==> src/rtl/write_line_queue.sv <==
// rtl/write_line_queue.sv - line write-back queue issuing one write at a time to the write channels manager
//
// Ports:
//   clk, rst_n      - clock, asynchronous active-low reset
//   push            - enqueue request (one cycle per entry)
//   push_addr       - line address, bits [3:0] ignored
//   push_data       - 128-bit line data, word0 in bits [31:0]
//   q_full, q_empty - occupancy flags from the registered count (in-flight entry counts)
//   wb_ovf          - sticky: a push was dropped while the queue was full
//   wstart_rq       - one-cycle start pulse to the write channels manager
//   win_addr        - registered head address {addr[31:4], 4'b0}
//   in_wdata        - registered head data
//   finish_wresp    - one-cycle pulse: head write acknowledged
//   chk_addr        - read-path hazard lookup address, bits [3:0] ignored
//   chk_hit         - combinational: chk_addr line matches any valid entry

module write_line_queue #(
    parameter int DEPTH = 4,
    parameter int PTR_W = 2
) (
    input  logic         clk,
    input  logic         rst_n,
    input  logic         push,
    input  logic [31:0]  push_addr,
    input  logic [127:0] push_data,
    output logic         q_full,
    output logic         q_empty,
    output logic         wb_ovf,
    output logic         wstart_rq,
    output logic [31:0]  win_addr,
    output logic [127:0] in_wdata,
    input  logic         finish_wresp,
    input  logic [31:0]  chk_addr,
    output logic         chk_hit
);

    typedef enum logic [1:0] {
        S_IDLE  = 2'd0,
        S_ISSUE = 2'd1,
        S_WAIT  = 2'd2
    } state_t;

    localparam logic [PTR_W:0]   FULL_CNT = (PTR_W + 1)'(DEPTH);
    localparam logic [PTR_W:0]   CNT_ONE  = 1;
    localparam logic [PTR_W-1:0] PTR_ONE  = 1;

    state_t             state;
    logic [DEPTH-1:0]   valid;
    logic [27:0]        addr_mem [DEPTH];
    logic [127:0]       data_mem [DEPTH];
    logic [PTR_W-1:0]   wptr;
    logic [PTR_W-1:0]   rptr;
    logic [PTR_W:0]     count;
    logic               push_ok;
    logic               pop;
    logic               unused_low_bits;

    // The low nibble of both addresses selects a byte inside the line and
    // plays no part in storage or matching.
    assign unused_low_bits = ^{push_addr[3:0], chk_addr[3:0]};

    assign q_full  = (count == FULL_CNT);
    assign q_empty = (count == '0);

    // Fullness comes from the registered count, so a pop in the same cycle
    // does not make room for a push.
    assign push_ok = push & ~q_full;
    assign pop     = (state == S_WAIT) & finish_wresp;

    // Entry payload needs no reset: it is only read once its valid bit is set.
    always_ff @(posedge clk) begin
        if (push_ok) begin
            addr_mem[wptr] <= push_addr[31:4];
            data_mem[wptr] <= push_data;
        end
    end

    always_ff @(posedge clk or negedge rst_n) begin
        if (!rst_n) begin
            state     <= S_IDLE;
            valid     <= '0;
            wptr      <= '0;
            rptr      <= '0;
            count     <= '0;
            wb_ovf    <= 1'b0;
            wstart_rq <= 1'b0;
            win_addr  <= '0;
            in_wdata  <= '0;
        end else begin
            if (push_ok) begin
                wptr <= wptr + PTR_ONE;
            end
            if (pop) begin
                rptr <= rptr + PTR_ONE;
            end

            case ({push_ok, pop})
                2'b10:   count <= count + CNT_ONE;
                2'b01:   count <= count - CNT_ONE;
                default: count <= count;
            endcase

            if (push && q_full) begin
                wb_ovf <= 1'b1;
            end

            // Push and pop slots can only coincide when the queue is full,
            // where the push is rejected, so the order here never matters.
            if (pop) begin
                valid[rptr] <= 1'b0;
            end
            if (push_ok) begin
                valid[wptr] <= 1'b1;
            end

            wstart_rq <= 1'b0;
            case (state)
                S_IDLE: begin
                    if (count != '0) begin
                        // Head is captured here and held through WAIT because
                        // the manager samples it after the start pulse.
                        state     <= S_ISSUE;
                        wstart_rq <= 1'b1;
                        win_addr  <= {addr_mem[rptr], 4'b0000};
                        in_wdata  <= data_mem[rptr];
                    end
                end
                S_ISSUE: begin
                    state <= S_WAIT;
                end
                S_WAIT: begin
                    if (finish_wresp) begin
                        state <= S_IDLE;
                    end
                end
                default: begin
                    state <= S_IDLE;
                end
            endcase
        end
    end

    // The in-flight head keeps its valid bit until retired, so reads stay
    // stalled for the whole bus write.
    always_comb begin
        chk_hit = 1'b0;
        for (int i = 0; i < DEPTH; i++) begin
            if (valid[i] && (addr_mem[i] == chk_addr[31:4])) begin
                chk_hit = 1'b1;
            end
        end
    end

endmodule

==> config.mk <==
export PLATFORM = sky130hd
export DESIGN_NAME = write_line_queue
export DESIGN_NICKNAME = d
export VERILOG_FILES = /design/src/rtl/write_line_queue.sv
export SDC_FILE = /design/constraint.sdc
export NUM_CORES = 1
export LEC_CHECK = 0
export BUFFER_PORTS_ARGS = -buffer_cell sky130_fd_sc_hd__buf_2
export CAP_MARGIN = 20
export CELL_PAD_IN_SITES_DETAIL_PLACEMENT = 0
export CELL_PAD_IN_SITES_GLOBAL_PLACEMENT = 1
export CORE_AREA = 2 2 251 253
export DETAILED_ROUTE_END_ITERATION = 12
export DIE_AREA = 0 0 253 255
export HOLD_SLACK_MARGIN = 0.15
export MAX_ROUTING_LAYER = met4
export PLACE_DENSITY_LB_ADDON = 0.1
export SYNTH_ARGS = -nofsm -noshare
export SYNTH_HDL_FRONTEND = slang
export SYNTH_SLANG_ARGS = --single-unit
==> constraint.sdc <==
create_clock -name clk -period 5.97 [get_ports clk]
set_input_delay 0.8955 -clock clk [delete_from_list [all_inputs] [get_ports clk]]
set_output_delay 0.8955 -clock clk [all_outputs]
set_load 0.05 [all_outputs]
==> impl_metrics.tcl <==
set metrics [dict create \
    antenna_found_initial 18 \
    drt-total-wl_mm 65.57 \
    hold_viol 0 \
    slowest_delay_ns 0.46 \
    grt_pass1_vias 15140 \
    grt_usage 0.2103 \
    crit_path_top_delay_cell "nor4_1" \
    drt-pass1-iter-count 6 \
    min_path_type "in2async" \
    avgSynthCellArea_um2 22.18 \
    required_ns 5.07 \
    setup.worst_path.start "addr_mem[0][4]" \
    core_area_um2 62160 \
    ctsHoldBuffers 0 \
    finalClockSkew_ns 0.01938 \
    synthCells 1383 \
    path_cells "xnor2_1 > nand4_1 > nor4_1 > nand4_1 > nand4_1 > buf_2" \
    grt_max_degree 117 \
    leakage_nw 13.07 \
    peakVddDrop_v 0.0004001 \
    cts.repair.resized 0 \
    routed_via_density 5.387 \
    htreeDepth 3 \
    clk_latency_ns 0.62 \
    fin_tns_setup_ns 0 \
    syn2layout_area_growth_pct 17.54 \
    period_share 0.5804 \
    final_cell_mix "624 x edfxtp_1, 347 x buf_2, 169 x dfrtp_1" \
    finalInstanceArea_um2 36050 \
    crit_top_cell "nand4_1" \
    period_needed_ns 3.465 \
    hpwl_mm 38.54 \
    layout_commonest_cell "edfxtp_1" \
    yosys_warnings 0 \
    reg2reg_slack_ns 2.97 \
    power.total_mw 20.96 \
    fin_ws_ns 2.505 \
    syn-cell-area_um2 30670 \
    overflow 0 \
    portBuffers 348 \
    clock.fmax_ghz 0.2886 \
    worst-path-max-fanout 2 \
    die_w_um 253 \
    drtIter0Drc 805 \
    cp.arrival_ns 2.57 \
    nets 1970 \
    cts.sinks 795 \
    start_util 0.4934 \
    timing.rr.start "count[0]" \
    ios 361 \
    placementRows 92 \
    worst_slew_pin_slew_ns 1.104 \
    power_density_nw_per_um2 581.4 \
    setup.worst_path.class "reg2out" \
    grt_pass1_wl_mm 96.76 \
    endpoint_kind "output pin" \
    final_max_slew_viol_count 0 \
    pre_cts_slack_ns 2.578 \
    outcome "completed" \
    drc 0 \
    clockRootBuffer "clkbuf_16" \
    post_cts_buffers 0 \
    place_area_um2 33250 \
    cp-start-kind "flip-flop" \
    clkTransAtPathRegs_ns 0.06 \
    cts_tree "yes" \
    synthDistinctLibCells 31 \
    layout-drive-gt1-share 0.4410 \
    maxCapViolCount 0 \
    die_area_um2 64520 \
    place.gp.congestion 0.8396 \
    wire_per_inst_um 24.77 \
    postRouteAntennaNets 0 \
    cts_buffers 83 \
    finalSetupViolCount 0 \
    cts_buffer_depth 3 \
    ys_ff_latch 795 \
    seq_area_frac_synth 0.7505 \
    rsz0062_at_grt "false" \
    die_h_um 255 \
    timing.slew.headroom 0.2640 \
    dr_total_vias 14260 \
]
==> critical path: cells and delay by family (launching register included) <==
family                 cells  cell delay [ns]
AND/OR/NAND/NOR            4             0.92
flip-flops                 1             0.41
XOR/XNOR                   1             0.35
buffers and inverters      1             0.28
==> cell usage after synthesis <==
library cell    n  area share
a21o_1          5      0.0012
and2_1          4     0.00082
and3_1          1     0.00020
buf_1          10      0.0012
buf_2          17      0.0028
buf_4           5      0.0012
buf_6          14      0.0051
buf_8           2     0.00098
clkbuf_1       22      0.0027
clkbuf_4        1     0.00024
conb_1          1     0.00012
dfrtp_1       171        0.14
edfxtp_1      624        0.61
fa_1            1     0.00065
ha_1            9      0.0037
inv_1           8     0.00098
mux2_2         66       0.024
mux2_4         90       0.044
mux2i_1         2     0.00065
mux4_2        156        0.11
nand2_1        11      0.0013
nand2b_1        1     0.00020
nand4_1        21      0.0043
nor2_1          2     0.00024
nor2b_1         1     0.00020
nor3_1          1     0.00016
nor3_2          2     0.00065
nor4_1         16      0.0033
o21ai_0         2     0.00033
xnor2_1        71       0.020
xor2_1         46       0.013
==> registers in the layout, indices dropped and copies added (netlist names), 3 cells and up <==
register and flops:
in_wdata 128, win_addr 28, count 3, valid 4, addr_mem 112, data_mem 512
==> through the flow <==
stage                     instances  hold slack, ns  utilization
final                          2647          0.3068       0.5800
after global routing           2647          0.3704       0.5800
after CTS                      2631          0.3614       0.5793
after detailed placement       2478          0.4378       0.5349
after global placement         2478          0.4325       0.5349
after floorplan                1386          0.4496            -
==> power by group <==
| part | switching (mW) | internal, mW | leakage, nW |
|---|---|---|---|
| combinational | 4.54 | 3.03 | 4.01 |
| clock | 2.09 | 3.08 | 1.36 |
| sequential | 0.636 | 7.57 | 7.71 |
| total | 7.27 | 13.7 | 13.1 |
==> final timing paths <==
kind,end,depth (start not counted)
min in group clk,wb_ovf,1
worst max-delay path,chk_hit,6
max in group asynchronous,rptr[0],2
worst max register to register,data_mem[3][15],5
worst min register to register,wb_ovf,1
worst min-delay path,in_wdata[48],1
==> cell type report <==
cell class | count | area [µm²]
fill | 4714 | 26110
sequential | 795 | 23020
multi-input combinational | 512 | 7213
clock buffer | 108 | 2273
timing repair buffer | 364 | 1983
tap | 799 | 999.7
clock inverter | 45 | 485.5
antenna | 16 | 40.04
inverter | 8 | 30.03
==> logic make-up (layout without fill, tap and decap cells) <==
| kind of cell | count (synthesis) | in the layout | share of synthesized area |
|---|---|---|---|
| mux | 314 | 314 | 0.1835 |
| xor+xnor | 117 | 117 | 0.03341 |
| buf+inv | 79 | 525 | 0.01526 |
| other cells | 1 | 20 | 0.0001223 |
| compound gates | 7 | 7 | 0.001550 |
| fa+ha+maj | 10 | 10 | 0.004324 |
| flops | 795 | 795 | 0.7505 |
| simple gates | 60 | 60 | 0.01138 |
==> routing by layer <==
| layer | vias to the layer above | GRT usage | wire length (µm) |
|---|---|---|---|
| li1 | 6315 | - | - |
| met1 | 7540 | 0.2634 | 26890 |
| met2 | 329 | 0.3424 | 33570 |
| met3 | 75 | 0.05400 | 3951 |
| met4 | 0 | 0.06052 | 1158 |
| met5 | - | - | 0 |
No activity file was read; power rests on OpenSTA's default activity.
